===== src/rtl/keypad_scanner_if.sv =====
// Keypad scanner signal bundle: keypad matrix lines, entry clear and decoded-key outputs.
// slave is the scanner side, master is the keypad/consumer side.
interface keypad_scanner_if;
    logic [3:0]  row;
    logic        clr;
    logic [3:0]  col;
    logic [3:0]  key_code;
    logic        key_valid;
    logic        key_held;
    logic [15:0] entry_value;

    modport slave (
        input  row,
        input  clr,
        output col,
        output key_code,
        output key_valid,
        output key_held,
        output entry_value
    );

    modport master (
        output row,
        output clr,
        input  col,
        input  key_code,
        input  key_valid,
        input  key_held,
        input  entry_value
    );
endinterface


===== src/rtl/keypad_scanner.sv =====
// 4x4 matrix keypad scanner: column scan, sample-based press/release debounce,
// hex decode and a four-digit shift register of accepted keys.
module keypad_scanner #(
    parameter int unsigned CPC        = 25000,
    parameter int unsigned DB_SAMPLES = 8
) (
    input  logic             clk,
    input  logic             rst_n,
    keypad_scanner_if.slave  kp
);

    localparam int unsigned CntW = (CPC > 1) ? $clog2(CPC) : 1;
    localparam int unsigned DbW  = $clog2(DB_SAMPLES + 1);
    localparam logic [CntW-1:0] CntLast = CntW'(CPC - 1);
    localparam logic [DbW-1:0]  DbLast  = DbW'(DB_SAMPLES - 1);

    typedef enum logic [1:0] {StScan, StDebounce, StPressed, StRelease} state_e;

    state_e          state_q, state_d;
    logic [3:0]      row_meta_q, srow_q;
    logic [CntW-1:0] cnt_q;
    logic [1:0]      col_q, col_d;
    logic [1:0]      cand_q, cand_d;
    logic [DbW-1:0]  db_cnt_q, db_cnt_d;
    logic [3:0]      key_code_q;
    logic            key_valid_q;
    logic [15:0]     entry_q;
    logic            sample;
    logic            accept;
    logic [1:0]      low_row;
    logic [3:0]      new_code;

    function automatic logic [3:0] key_map(logic [1:0] r, logic [1:0] c);
        logic [3:0] code;
        unique case ({r, c})
            4'd0:  code = 4'h1;
            4'd1:  code = 4'h2;
            4'd2:  code = 4'h3;
            4'd3:  code = 4'hA;
            4'd4:  code = 4'h4;
            4'd5:  code = 4'h5;
            4'd6:  code = 4'h6;
            4'd7:  code = 4'hB;
            4'd8:  code = 4'h7;
            4'd9:  code = 4'h8;
            4'd10: code = 4'h9;
            4'd11: code = 4'hC;
            4'd12: code = 4'h0;
            4'd13: code = 4'hF;
            4'd14: code = 4'hE;
            default: code = 4'hD;
        endcase
        return code;
    endfunction

    assign sample   = (cnt_q == CntLast);
    assign new_code = key_map(cand_q, col_q);

    // Lowest row index wins when several keys share the driven column.
    always_comb begin
        low_row = 2'd3;
        if (!srow_q[0])      low_row = 2'd0;
        else if (!srow_q[1]) low_row = 2'd1;
        else if (!srow_q[2]) low_row = 2'd2;
    end

    always_comb begin
        state_d  = state_q;
        col_d    = col_q;
        cand_d   = cand_q;
        db_cnt_d = db_cnt_q;
        accept   = 1'b0;
        unique case (state_q)
            StScan: begin
                if (sample) begin
                    if (srow_q == 4'hF) begin
                        col_d = col_q + 2'd1;
                    end else begin
                        cand_d   = low_row;
                        db_cnt_d = DbW'(1);
                        state_d  = StDebounce;
                    end
                end
            end
            StDebounce: begin
                if (sample) begin
                    if (!srow_q[cand_q]) begin
                        if (db_cnt_q >= DbLast) begin
                            state_d = StPressed;
                            accept  = 1'b1;
                        end else begin
                            db_cnt_d = db_cnt_q + DbW'(1);
                        end
                    end else begin
                        state_d = StScan;
                        col_d   = col_q + 2'd1;
                    end
                end
            end
            StPressed: begin
                if (sample && srow_q[cand_q]) begin
                    db_cnt_d = DbW'(1);
                    state_d  = StRelease;
                end
            end
            StRelease: begin
                if (sample) begin
                    if (srow_q[cand_q]) begin
                        if (db_cnt_q >= DbLast) begin
                            state_d = StScan;
                            col_d   = col_q + 2'd1;
                        end else begin
                            db_cnt_d = db_cnt_q + DbW'(1);
                        end
                    end else begin
                        state_d = StPressed;
                    end
                end
            end
            default: state_d = StScan;
        endcase
    end

    always_ff @(posedge clk or negedge rst_n) begin
        if (!rst_n) begin
            row_meta_q  <= 4'hF;
            srow_q      <= 4'hF;
            cnt_q       <= '0;
            state_q     <= StScan;
            col_q       <= 2'd0;
            cand_q      <= 2'd0;
            db_cnt_q    <= '0;
            key_code_q  <= 4'h0;
            key_valid_q <= 1'b0;
            entry_q     <= 16'h0000;
        end else begin
            row_meta_q  <= kp.row;
            srow_q      <= row_meta_q;
            cnt_q       <= sample ? '0 : cnt_q + CntW'(1);
            state_q     <= state_d;
            col_q       <= col_d;
            cand_q      <= cand_d;
            db_cnt_q    <= db_cnt_d;
            key_valid_q <= accept;
            if (accept) begin
                key_code_q <= new_code;
            end
            // Clear takes priority over shifting in a newly accepted key.
            if (kp.clr) begin
                entry_q <= 16'h0000;
            end else if (accept) begin
                entry_q <= {entry_q[11:0], new_code};
            end
        end
    end

    assign kp.col         = ~(4'b0001 << col_q);
    assign kp.key_code    = key_code_q;
    assign kp.key_valid   = key_valid_q;
    assign kp.key_held    = (state_q == StPressed) || (state_q == StRelease);
    assign kp.entry_value = entry_q;

endmodule


===== src/flat_wrapper.sv =====
// flat-port wrapper written by rule: the top's interface ports become plain ports
module keypad_scanner_flat 
#(
    parameter int unsigned CPC        = 25000,
    parameter int unsigned DB_SAMPLES = 8
)
  (clk, rst_n, kp_row, kp_clr, kp_col, kp_key_code, kp_key_valid, kp_key_held, kp_entry_value);
  keypad_scanner_if kp_i ();
  input  logic clk;
  input  logic rst_n;
  input wire logic [$bits(kp_i.row)-1:0] kp_row;
  input wire logic [$bits(kp_i.clr)-1:0] kp_clr;
  output wire logic [$bits(kp_i.col)-1:0] kp_col;
  output wire logic [$bits(kp_i.key_code)-1:0] kp_key_code;
  output wire logic [$bits(kp_i.key_valid)-1:0] kp_key_valid;
  output wire logic [$bits(kp_i.key_held)-1:0] kp_key_held;
  output wire logic [$bits(kp_i.entry_value)-1:0] kp_entry_value;
  assign kp_i.row = kp_row;
  assign kp_i.clr = kp_clr;
  assign kp_col = kp_i.col;
  assign kp_key_code = kp_i.key_code;
  assign kp_key_valid = kp_i.key_valid;
  assign kp_key_held = kp_i.key_held;
  assign kp_entry_value = kp_i.entry_value;
  keypad_scanner #(.CPC(CPC), .DB_SAMPLES(DB_SAMPLES)) u_core (.clk(clk), .rst_n(rst_n), .kp(kp_i));
endmodule

===== config.mk =====
export PLATFORM = sky130hd
export DESIGN_NAME = keypad_scanner_flat
export DESIGN_NICKNAME = d
export VERILOG_FILES = /design/src/rtl/keypad_scanner_if.sv /design/src/rtl/keypad_scanner.sv /design/src/flat_wrapper.sv
export SDC_FILE = /design/constraint.sdc
export NUM_CORES = 1
export LEC_CHECK = 0
export BUFFER_PORTS_ARGS = -buffer_cell sky130_fd_sc_hd__buf_2
export CORE_AREA = 3 3 67 69
export CTS_CLUSTER_DIAMETER = 80
export CTS_CLUSTER_SIZE = 24
export DETAILED_ROUTE_END_ITERATION = 10
export DIE_AREA = 0 0 70 72
export GPL_ROUTABILITY_DRIVEN = 1
export PLACE_DENSITY_LB_ADDON = 0.3
export REMOVE_ABC_BUFFERS = 1
export SYNTH_ARGS = -nofsm -noshare
export SYNTH_HDL_FRONTEND = slang
export SYNTH_SLANG_ARGS = --single-unit

===== constraint.sdc =====
create_clock -name clk -period 3.7 [get_ports clk]
set_clock_uncertainty 0.05 [all_clocks]
set_input_delay 0.185 -clock clk [delete_from_list [all_inputs] [get_ports clk]]
set_output_delay 0.185 -clock clk [all_outputs]
set_load 0.02 [all_outputs]

======== After elaboration in Yosys (flattened, before gate mapping) ========
Memories as Yosys holds them, arrays and structs flattened.
Index checks and enable logic that the tools add are counted.
word-level totals
  register bits ........................... 54
  ROM bits ................................ 64
  bits of input ports ..................... 7
  output and inout bits ................... 26
  logic and storage cells ................. 84
  memories ................................ 1
memory list
  name              words  width  rd ports  clocked after Yosys merged registers in  wr ports  line                  text
  (name not given)  16     4      1         0                                        0         keypad_scanner.sv:35  unique case ({r, c})
cells by class
  add/subtract/negate cells ............... 3
  magnitude comparators ................... 2
  equality and inequality tests ........... 17
  shifts and indexed selects .............. 1
  multiplexer cells ....................... 39
  bitwise operators ....................... 2
  reduce and logical (&&, ||, !) cells .... 9
operators with widths
  cell                                                               count
  two-way mux 2 bit                                                  18
  two-way mux 16 bit                                                 2
  two-way mux 4 bit                                                  8
  != test 2 x 1 -> 1 bit, second input constant                      8
  case mux 4 bit (4 select lines)                                    1
  adder 15 x 1 -> 15 bit, second input constant                      1
  == test 15 bit, second input constant                              1
  two-way mux 15 bit                                                 1
  AND reduction 7 bit                                                2
  case mux 2 bit (4 select lines)                                    1
  AND reduction 8 bit                                                1
  two-way mux 1 bit                                                  6
  case mux 2 bit (3 select lines)                                    1
  adder 4 x 1 -> 4 bit, second input constant                        1
  == test 2 bit, second input constant                               2
  == test 4 bit, second input constant                               1
  greater-or-equal comparator 4 x 3 -> 1 bit, second input constant  1
  != test 2 bit, second input constant                               2
  inverter 4 bit                                                     1
  left shift 1 x 2 -> 4 bit, first input constant                    1
  less-than comparator 2 x 3 -> 1 bit, second input constant         1
  != test 3 x 1 -> 1 bit, second input constant                      1
  != test 3 bit, second input constant                               1
  AND reduction 3 bit                                                1
  other kinds (9)                                                    9

======== Logic depth before layout (Yosys ltp) ========
Gate-level depths: netlist of the first run.
  word-level depth ........................ 7
  gate-level depth with buffers ........... 9

======== Worst setup path after synthesis of the first run ========
OpenSTA, ideal clock, no wires.
  path kind ............................... flip-flop to flip-flop
  from .................................... register u_core.cnt_q[10]
  to ...................................... register u_core.entry_q[10], in the netlist u_core.kp.entry_value[10]
  data arrival time ....................... 2.186 ns
  data required time ...................... 3.514 ns
  path slack .............................. 1.327 ns
  cell stages (with the launch flop) ...... 8
  clock period less this slack ............ 2.373 ns
  path through ............................ dfrtp_1 or4_4 nor4_4 or4b_1 buf_2 clkbuf_1 nand2_1 a21oi_1
on the way
  cells in the longest elaborated chain, start to end .. 4
RTL lines
  item                                 line                   text
  from (decl)                          keypad_scanner.sv:21   logic [CntW-1:0] cnt_q;
  from (signal assigned)               keypad_scanner.sv:139  cnt_q <= sample ? '0 : cnt_q + CntW'(1);
  == test 15 bit                       keypad_scanner.sv:56   assign sample = (cnt_q == CntLast);
  two-way mux 1 bit                    keypad_scanner.sv:86   if (sample) begin
  two-way mux 1 bit                    keypad_scanner.sv:73   unique case (state_q)
  nonzero test 2 bit (no source line)  -
  to (signal assigned)                 keypad_scanner.sv:152  entry_q <= {entry_q[11:0], new_code};
  to (decl)                            keypad_scanner.sv:27   logic [15:0] entry_q;
No other way between the ends.
A chain may end at the register's enable or synchronous reset.

======== Final worst setup path of the first run ========
  from .................................... register u_core.cnt_q[10]
  to ...................................... register u_core.entry_q[2], in the netlist u_core.kp.entry_value[2]
Same word-level chain as after synthesis.

==> results of run 1 <==
## cell usage in the layout, fill, tap and decap left out, drive strengths merged, types with 3 or more instances in the layout
cell / Yosys / final
a21oi: 18 / 18
and3: 4 / 4
buf: 4 / 34
clkbuf: 8 / 7
dfrtp: 46 / 46
dfstp: 8 / 8
dlygate4sd3: 0 / 5
ha: 7 / 7
inv: 12 / 12
mux2i: 3 / 3
nand2: 35 / 35
nand3: 14 / 14
nor2: 24 / 24
nor3: 5 / 5
o21ai: 7 / 7
xnor2: 7 / 7
xor2: 6 / 6
## metal layers
layer  global-route usage (%)  up-vias  routed length [µm]
met3                     5.82        5                 238
met4                     5.74        0                  55
met2                     28.3       43                1800
met5                        0        -                   0
li1                         -      846                   -
met1                     24.0      782                1950
## registers in the layout, summed over array words and instances, names as in the netlist, named ones only
| name | cells |
|---|---|
| u_core.cand_q | 2 |
| u_core.row_meta_q | 4 |
| u_core.kp.entry_value | 16 |
| u_core.col_q | 2 |
| u_core.kp.key_code | 4 |
| u_core.srow_q | 4 |
| u_core.kp.key_valid | 1 |
| u_core.db_cnt_q | 4 |
| u_core.cnt_q | 15 |
| u_core.state_q | 1 |
## timing repair
| action | 4_1_cts | 5_1_grt |
|---|---|---|
| resized for setup | 0 | 0 |
| endpoints found under the hold margin | 23 | 0 |
| hold buffers | 5 | 0 |
## kinds of logic after synthesis
group                    count (synthesis)  share of synthesized area (%)
buffers and inverters                   24                           4.29
flip-flops                              54                           56.9
AO/OA/AOI/OAI                           34                           8.16
multiplexers                             5                           2.67
XOR/XNOR                                13                           4.76
adder cells (fa/ha/maj)                  7                           3.66
AND/OR/NAND/NOR                         96                           19.6
## worst paths after layout
path,from,endpoint,depth (start not counted)
setup reg to reg,u_core.cnt_q[10],u_core.kp.entry_value[2],7
setup / recovery,u_core.cnt_q[10],u_core.kp.entry_value[2],7
max in group asynchronous,rst_n,u_core.cnt_q[5],3
min in group asynchronous,rst_n,u_core.kp.entry_value[8],2
hold reg to reg,u_core.row_meta_q[0],u_core.srow_q[0],0
hold / removal,kp_clr,u_core.kp.entry_value[5],2
## power groups by stage
| stage | Sequential (µW) | Clock [µW] | Combinational, µW |
|---|---|---|---|
| 2_1_floorplan | 611 | 0 | 2.73 |
| 3_3_place_gp | 611 | 0 | 20.3 |
| 3_5_place_dp | 612 | 0 | 20.6 |
| 4_1_cts | 601 | 342 | 24.7 |
| 5_1_grt | 601 | 361 | 27.4 |
| 6_report | 601 | 326 | 23.7 |
## worst max-delay path, delay by kind of cell, from the launching register on
kind,cells,cell delay [ns]
buffers and inverters,2,0.60
AND/OR/NAND/NOR,4,1.60
flip-flops,1,0.43
AO/OA/AOI/OAI,1,0.25
## layout make-up
type,count,area share [%]
clock buffer,7,3.18
clock inverter,1,0.184
inverter,12,1.66
multi-input combinational,155,34.2
sequential,54,50.2
tap,50,2.31
timing repair buffer,39,8.30
## through the flow
stage,cells,util [%],hold WS [ns],total power (µW)
detailed placement,305,64.8,0.166,632
CTS,318,68.3,0.166,967
global placement,305,64.8,0.160,632
finish,318,68.3,0.179,951
global route,318,68.3,0.199,990
floorplan,221,-,-0.161,614
==> reports/results.ini, run 1 <==
[drt]
num_vias=1676
via_per_inst=5.27
drt-total-wl_um=4050
wl_per_cell_um=12.7
drtIter0Drc=83
first_pass_iters=4
ant_nets=0
drc=0

[worst_setup_path]
endpoint_kind=flip-flop
arrival_ns=3.17
crit_path_max_fanout=21
cpMaxStageDelayCell=or4b_1
slowest_delay_ns=0.74
path_class=reg -> reg
cp_data_required_time_ns=3.84
crit_chain=or4_4 > nor4_4 > buf_4 > or4b_1 > inv_2 > o311a_1 > nor3_1
r2r_setup_slack_ns=0.66
start_kind=flip-flop

[synth]
synthArstFlopShare_pct=100
ys_warn_count=0
synthCells=233
avgSynthCellArea_um2=10.3
seq_area_frac_synth_pct=56.9
synth.most_common_cell=dfrtp_1
ys_ff_latch=54
synth_area_leaders=dfrtp_1 48%, dfstp_2 8.8%, nand2_1 5.5%
yosys.area.top_type_share_pct=48.1
ys_top_cells_by_count=46 x dfrtp_1, 35 x nand2_1, 24 x nor2_1
synth.distinct_cells=42
yosysTopAreaCell=dfrtp_1
syn_area_um2=2390
synth_edf_count=0
synth_ff_type=dfrtp_1

[grt]
grt_pass1_vias=1625
grt_max_degree=29
grt_use_total_pct=18.0
grt_first_pass_wirelength_um=7250
antenna_found_initial=0
gr-total-overflow=0

[place]
routabilityCongestion=0.845
place_area_um2=2570
pre_cts_ws_ns=0.669
hpwlAfterDp_um=2870
portBuffers=32

[clock_network]
clock-root-buffer=clkbuf_8
cts_tree=built
clock_path_buffers=2
clk_latency_ns=0.30
clk_pin_slew_ns=0.09
htreeDepth=2
cts_inserted_buffers=5
cts_setup_buffers=0
cts_sinks=54

[floorplanning]
core-area_um2=3970
die_w_um=70
die_h_um=72
die_area_um2=5040
rows=23
start_util_pct=60.2
top_level_ports=33

[layout]
final_cell_area_um2=2710
final_layout_size_suffix_gt1_share_pct=20.1
fill_cells=322
syn_to_final_growth_pct=13.4
seq_area_um2=1360
multiInputGateArea_um2=928
fin_nets=281
n_antenna_cell=0

[power_and_ir_drop]
ir_drop_mv=0.264
power_density_nw_per_um2=350
clkPwrFrac_pct=34.3
p_sw_uw=194
comb_power_share_pct=2.5
switching_share_pct=20.4
p_seq_share_pct=63.2
power.leakage_uw=0.00130
intPower_uw=757

[sta]
tightest_slew_ns=0.581
fin_ws_ns=0.665
timing.setup.tns_ns=0
finalCritPeriodShare_pct=82.0
hold_viol=0
slew-limit-headroom_pct=61.3
min_period_ns=3.04
finalSetupViolCount=0
drv_slew=0
max_freq_mhz=329
rsz0062_at_grt=no

[outcome]
status=finished clean

[hold_path]
hold_class=in -> reg

[job]
maxCapViolCount=0

Note: power is estimated with default switching activity, not from simulation.
==> run 2, diff against run 1 <==
Settings changed: CORE_AREA 3 3 67 69 to 3 3 73 75, DIE_AREA 0 0 70 72 to 0 0 76 78.
Clock period 3.7 ns to 2.53 ns, I/O delays scaled along.
==> run 2 against run 1 <==
Effect of this change: combinational power rose by 48%; worst setup slack got worse by 0.46 ns; flip-flop and latch count did not move; non-clock buffer count rose by 3; largest cell class unchanged.
==> reports/results.ini, run 2 (synthesized netlist as in run 1, its figures left out) <==
[worst_setup_path]
start_kind=flip-flop
critPathBufInv=1  ; -1
cpMaxStageDelayCell=or4_4
path_class=reg -> reg
timing.rr.start=u_core.cnt_q[9]
cp_num_cells=6  ; -1
crit_path_max_fanout=16  ; -24%
cp_data_required_time_ns=2.66  ; -1.18 ns
arrival_ns=2.46  ; -0.71 ns
crit_chain=or4_4 > nor4_4 > or4b_1 > buf_4 > nor2_1 > nor3_1
slowest_delay_ns=0.53  ; -0.21 ns
setup.worst_path.start=u_core.cnt_q[9]
endpoint_kind=flip-flop
crit_family=simple AND/OR/NAND/NOR gates
reg2regPathDepth=6  ; -1

[floorplanning]
top_level_ports=33  ; unchanged
die_w_um=76  ; +8.6%
core-area_um2=4720  ; +19%
rows=25  ; +8.7%
start_util_pct=50.6  ; -9.6 points
die_area_um2=5930  ; +18%
die_h_um=78  ; +8.3%

[clock_network]
post_cts_resized=0  ; unchanged
clk_pin_slew_ns=0.10  ; about the same
htreeDepth=2  ; unchanged
cts_sinks=54  ; unchanged
cts_inserted_buffers=5  ; unchanged
clock-root-buffer=clkbuf_8
clock_path_buffers=2  ; unchanged
clk_latency_ns=0.30  ; about the same
cts_tree=built
cts_hold_buf=5  ; unchanged
cts_setup_buffers=0  ; unchanged

[grt]
antenna_found_initial=0  ; unchanged
grt_first_pass_wirelength_um=7100  ; -2.0%
grt_pass1_vias=1586  ; -2.4%
gr-total-overflow=0  ; unchanged
grt_max_degree=38  ; +31%
grt_use_total_pct=14.8  ; -3.2 points

[job]
maxCapViolCount=0  ; unchanged

[layout]
fin_cells=338  ; +6.3%
n_antenna_cell=0  ; unchanged
fin_nets=284  ; +1.1%
syn_to_final_growth_pct=15.5
largest_reg_flops=16  ; unchanged
final_cell_mix=46 x dfrtp_1, 35 x nand2_1, 32 x buf_2
layout_commonest_cell=dfrtp_1
final_layout_size_suffix_gt1_share_pct=20.7  ; +0.51 points

[drt]
first_pass_iters=4  ; unchanged
drt-total-wl_um=4030  ; -0.44%
wl_per_cell_um=11.9  ; -6.3%
ant_nets=0  ; unchanged
drtIter0Drc=100  ; +20%
drc=0  ; unchanged
via_per_inst=4.97  ; -5.7%
num_vias=1679  ; +0.18%

[sta]
drv_slew=0  ; unchanged
rsz0062_at_grt=no
min_period_ns=2.32  ; -0.713 ns
max_freq_mhz=431  ; +31%
slew-limit-headroom_pct=64.6  ; +3.3 points
hold_viol=0  ; unchanged
finalCritPeriodShare_pct=91.8  ; +9.8 points
finalSetupViolCount=0  ; unchanged
tightest_slew_ns=0.527  ; -0.0538 ns

[hold_path]
hold_class=in -> reg
hold_start=kp_clr
whs_path_depth=2  ; unchanged

[outcome]
status=finished clean

[power_and_ir_drop]
power.leakage_uw=0.00131  ; +0.61%
power_density_nw_per_um2=494  ; +41%
total_power_uw=1370  ; +44%
ir_drop_mv=0.464  ; +76%

[place]
hpwlAfterDp_um=2920  ; +1.7%
dp_cells=325  ; +6.6%
routabilityCongestion=0.780  ; -7.7%
portBuffers=32  ; unchanged

[run 2: report_power, final]
part / total, µW / switching, µW / internal, µW
sequential: 878 / 3.91 / 874
combinational: 35.0 / 23.3 / 11.7
clock: 452 / 256 / 196
total: 1370 / 283 / 1080
[run 2: final cells by class]
cell class | count | area (µm²)
Fill cell | 416 | 1960
Sequential cell | 54 | 1360
Multi-Input combinational cell | 155 | 928
Timing Repair Buffer | 42 | 260
Tap cell | 67 | 83.8
Clock buffer | 7 | 76.3
Inverter | 12 | 45.0
Clock inverter | 1 | 7.51
[run 2: through the flow]
step           setup TNS, ns  worst slack, ns  utilization, %  hold slack (ns)  cell area (µm²)
2_1_floorplan          -4.49           -0.330               -           -0.219             2330
3_3_place_gp               0            0.247            55.7          0.00776             2630
3_5_place_dp               0            0.193            55.7           0.0129             2630
4_1_cts                    0            0.182            58.5            0.132             2760
5_1_grt                    0           0.0679            58.5            0.155             2760
6_report                   0            0.208            58.5            0.140             2760
[run 2: worst reg2reg max path, cell delays in order (launching register included)]
cell,delay (ns)
dfrtp_1,0.42
or4_4,0.54
nor4_4,0.27
or4b_1,0.50
buf_4,0.22
nor2_1,0.16
nor3_1,0.06
[run 2: final timing paths]
kind / slack (ns) / endpoint
max: 0.21 / u_core.kp.entry_value[1]
min: 0.14 / u_core.kp.entry_value[9]
max reg2reg: 0.21 / u_core.kp.entry_value[1]
min reg2reg: 0.31 / u_core.srow_q[3]
max in group asynchronous: 1.43 / u_core.cnt_q[4]
min in group asynchronous: 0.21 / u_core.kp.entry_value[4]
[run 2: metal layers]
metal	wire length (µm)	GRT usage [%]
met5	0	0
met4	23	3.80
met3	204	4.64
met2	1880	24.7
met1	1920	18.8
==> run 3, diff against run 2 <==
Settings changed: CELL_PAD_IN_SITES_DETAIL_PLACEMENT set to 1, CELL_PAD_IN_SITES_GLOBAL_PLACEMENT set to 2, CORE_AREA 3 3 73 75 to 3 3 91 93, DIE_AREA 0 0 76 78 to 0 0 94 96, RECOVER_POWER set to 100.
==> run 3 against run 2 <==
Effect of this change: the run now ends with max-capacitance violations, max-slew violations left; largest power group unchanged; worst setup slack got worse by 0.048 ns; sequential power about the same; clock power increased by 19%; flip-flop and latch count unchanged; utilization decreased by 21 points; global-route usage decreased by 2.9 points; critical endpoint is now u_core.kp.entry_value[3]; register-to-register slack got worse by 0.05 ns; die area increased by 52%; highest routed layer unchanged.
==> reports/results.ini, run 3 (synthesized netlist as in run 1, its figures left out) <==
[outcome]
status=finished with violations
violations=max-capacitance violations, max-slew violations

[worst_setup_path]
arrival_ns=2.51  ; +0.05 ns
crit_end=u_core.kp.entry_value[3]
critPathBufInv=1  ; unchanged
endpoint_kind=flip-flop
cpMaxStageDelayCell=or4_4
reg2regPathDepth=6  ; unchanged
crit_path_max_fanout=16  ; unchanged
crit_chain=or4_4 > nor4_4 > or4b_1 > buf_4 > nor2_1 > nor3_1
cp_data_required_time_ns=2.67  ; about the same
r2r_setup_slack_ns=0.16  ; -0.05 ns
path_class=reg -> reg
setup.worst_path.start=u_core.cnt_q[9]
timing.rr.start=u_core.cnt_q[9]
cp_num_cells=6  ; unchanged
slowest_delay_ns=0.54  ; about the same
crit_family=simple AND/OR/NAND/NOR gates
start_kind=flip-flop
reg2reg_to=u_core.kp.entry_value[3]

[place]
place_area_um2=2700  ; +2.7%
hpwlAfterDp_um=3570  ; +22%
dp_cells=362  ; +11%
routabilityCongestion=0.686  ; -12%
portBuffers=32  ; unchanged

[layout]
n_antenna_cell=0  ; unchanged
postLayoutCoreUtil_pct=37.1  ; -21 points
largest_reg_flops=16  ; unchanged
fill_cells=888  ; +110%
final_cell_mix=46 x dfrtp_1, 35 x nand2_1, 27 x clkbuf_1
fin_nets=286  ; +0.70%
final_layout_size_suffix_gt1_share_pct=12.1  ; -8.6 points
syn_to_final_growth_pct=17.9
layout_commonest_cell=dfrtp_1
final_cell_area_um2=2820  ; +2.1%
fin_cells=375  ; +11%

[sta]
timing.setup.tns_ns=0  ; unchanged
max_freq_mhz=422  ; -2.0%
finalSetupViolCount=0  ; unchanged
min_period_ns=2.37  ; +0.0479 ns
tightest_slew_ns=1.55  ; +1.02 ns
rsz0062_at_grt=no
finalCritPeriodShare_pct=93.7  ; +1.9 points
hold_viol=0  ; unchanged
drv_slew=26  ; +26
slew-limit-headroom_pct=-3.21  ; -68 points

[clock_network]
cts_inserted_buffers=5  ; unchanged
cts_setup_buffers=0  ; unchanged
clock-root-buffer=clkbuf_8
clk_pin_slew_ns=0.10  ; about the same
htreeDepth=2  ; unchanged
cts_tree=built
cts_sinks=54  ; unchanged
clock_path_buffers=2  ; unchanged
clk_latency_ns=0.31  ; about the same

[floorplanning]
die_w_um=94  ; +24%
die_h_um=96  ; +23%
top_level_ports=33  ; unchanged
die_area_um2=9020  ; +52%
core-area_um2=7610  ; +61%
start_util_pct=31.4  ; -19 points
rows=32  ; +28%

[power_and_ir_drop]
comb_power_share_pct=2.7  ; about the same
power_density_nw_per_um2=515  ; +4.3%
switching_share_pct=21.6  ; +0.92 points
intPower_uw=1140  ; +5.3%
p_seq_share_pct=60.4  ; -3.9 points
clkPwrFrac_pct=36.9  ; +3.8 points
ir_drop_mv=0.282  ; -39%
total_power_uw=1450  ; +6.6%
p_sw_uw=315  ; +11%
power.leakage_uw=0.00123  ; -5.8%

[drt]
via_per_inst=4.56  ; -8.3%
first_pass_iters=4  ; unchanged
num_vias=1709  ; +1.8%
drc=0  ; unchanged
wl_per_cell_um=13.4  ; +13%
drtIter0Drc=21  ; -79%
ant_nets=0  ; unchanged
drt-total-wl_um=5030  ; +25%

[hold_path]
hold_class=in -> reg
whs_path_depth=2  ; unchanged
hold_start=kp_clr

[job]
maxCapViolCount=1  ; +1

[grt]
grt_first_pass_wirelength_um=8510  ; +20%
grt_pass1_vias=1793  ; +13%
antenna_found_initial=0  ; unchanged
grt_use_total_pct=11.9  ; -2.9 points
grt_max_degree=30  ; -21%
gr-total-overflow=0  ; unchanged

run 3: worst min-delay path by stage:
stage | endpoint | slack, ns
global placement | u_core.kp.entry_value[12] | 0.14
finish | u_core.kp.entry_value[15] | 0.13
detailed placement | u_core.kp.entry_value[12] | 0.14
global route | u_core.kp.entry_value[7] | 0.16
floorplan | async pin | -0.22
CTS | u_core.kp.entry_value[0] | 0.13
run 3: area by class of cell:
type                            count  area [µm²]  area share (%)
Clock buffer                        7        96.3            3.41
Multi-Input combinational cell    155         928            32.9
Timing Repair Buffer               44         254            9.00
Tap cell                          102         128            4.52
Inverter                           12        45.0            1.60
Sequential cell                    54        1360            48.2
Clock inverter                      1        8.76           0.310
run 3: through the flow:
stage,worst slack [ns],hold slack [ns]
floorplan,-0.330,-0.219
global placement,0.214,0.139
detailed placement,0.142,0.141
CTS,0.131,0.129
global route,0.0346,0.162
finish,0.160,0.133
run 3: power by group through the flow:
| stage | Sequential, µW | Clock (µW) | Combinational, µW |
|---|---|---|---|
| 2_1_floorplan | 894 | 0 | 4.00 |
| 3_3_place_gp | 894 | 0 | 35.0 |
| 3_5_place_dp | 895 | 0 | 35.5 |
| 4_1_cts | 879 | 567 | 41.1 |
| 5_1_grt | 880 | 601 | 45.5 |
| 6_report | 879 | 537 | 38.9 |
run 3: what timing repair did:
item / CTS / global route
hold buffers: 5 / 0
endpoints found under the hold margin: 29 / 0
resized for setup: 0 / 0
run 3: metal layers:
metal  track usage, %  part of all wire (%)
met3             2.27                   4.1
met5                0                     0
met2             19.7                    47
met4             4.33                   1.3
met1             15.6                    48
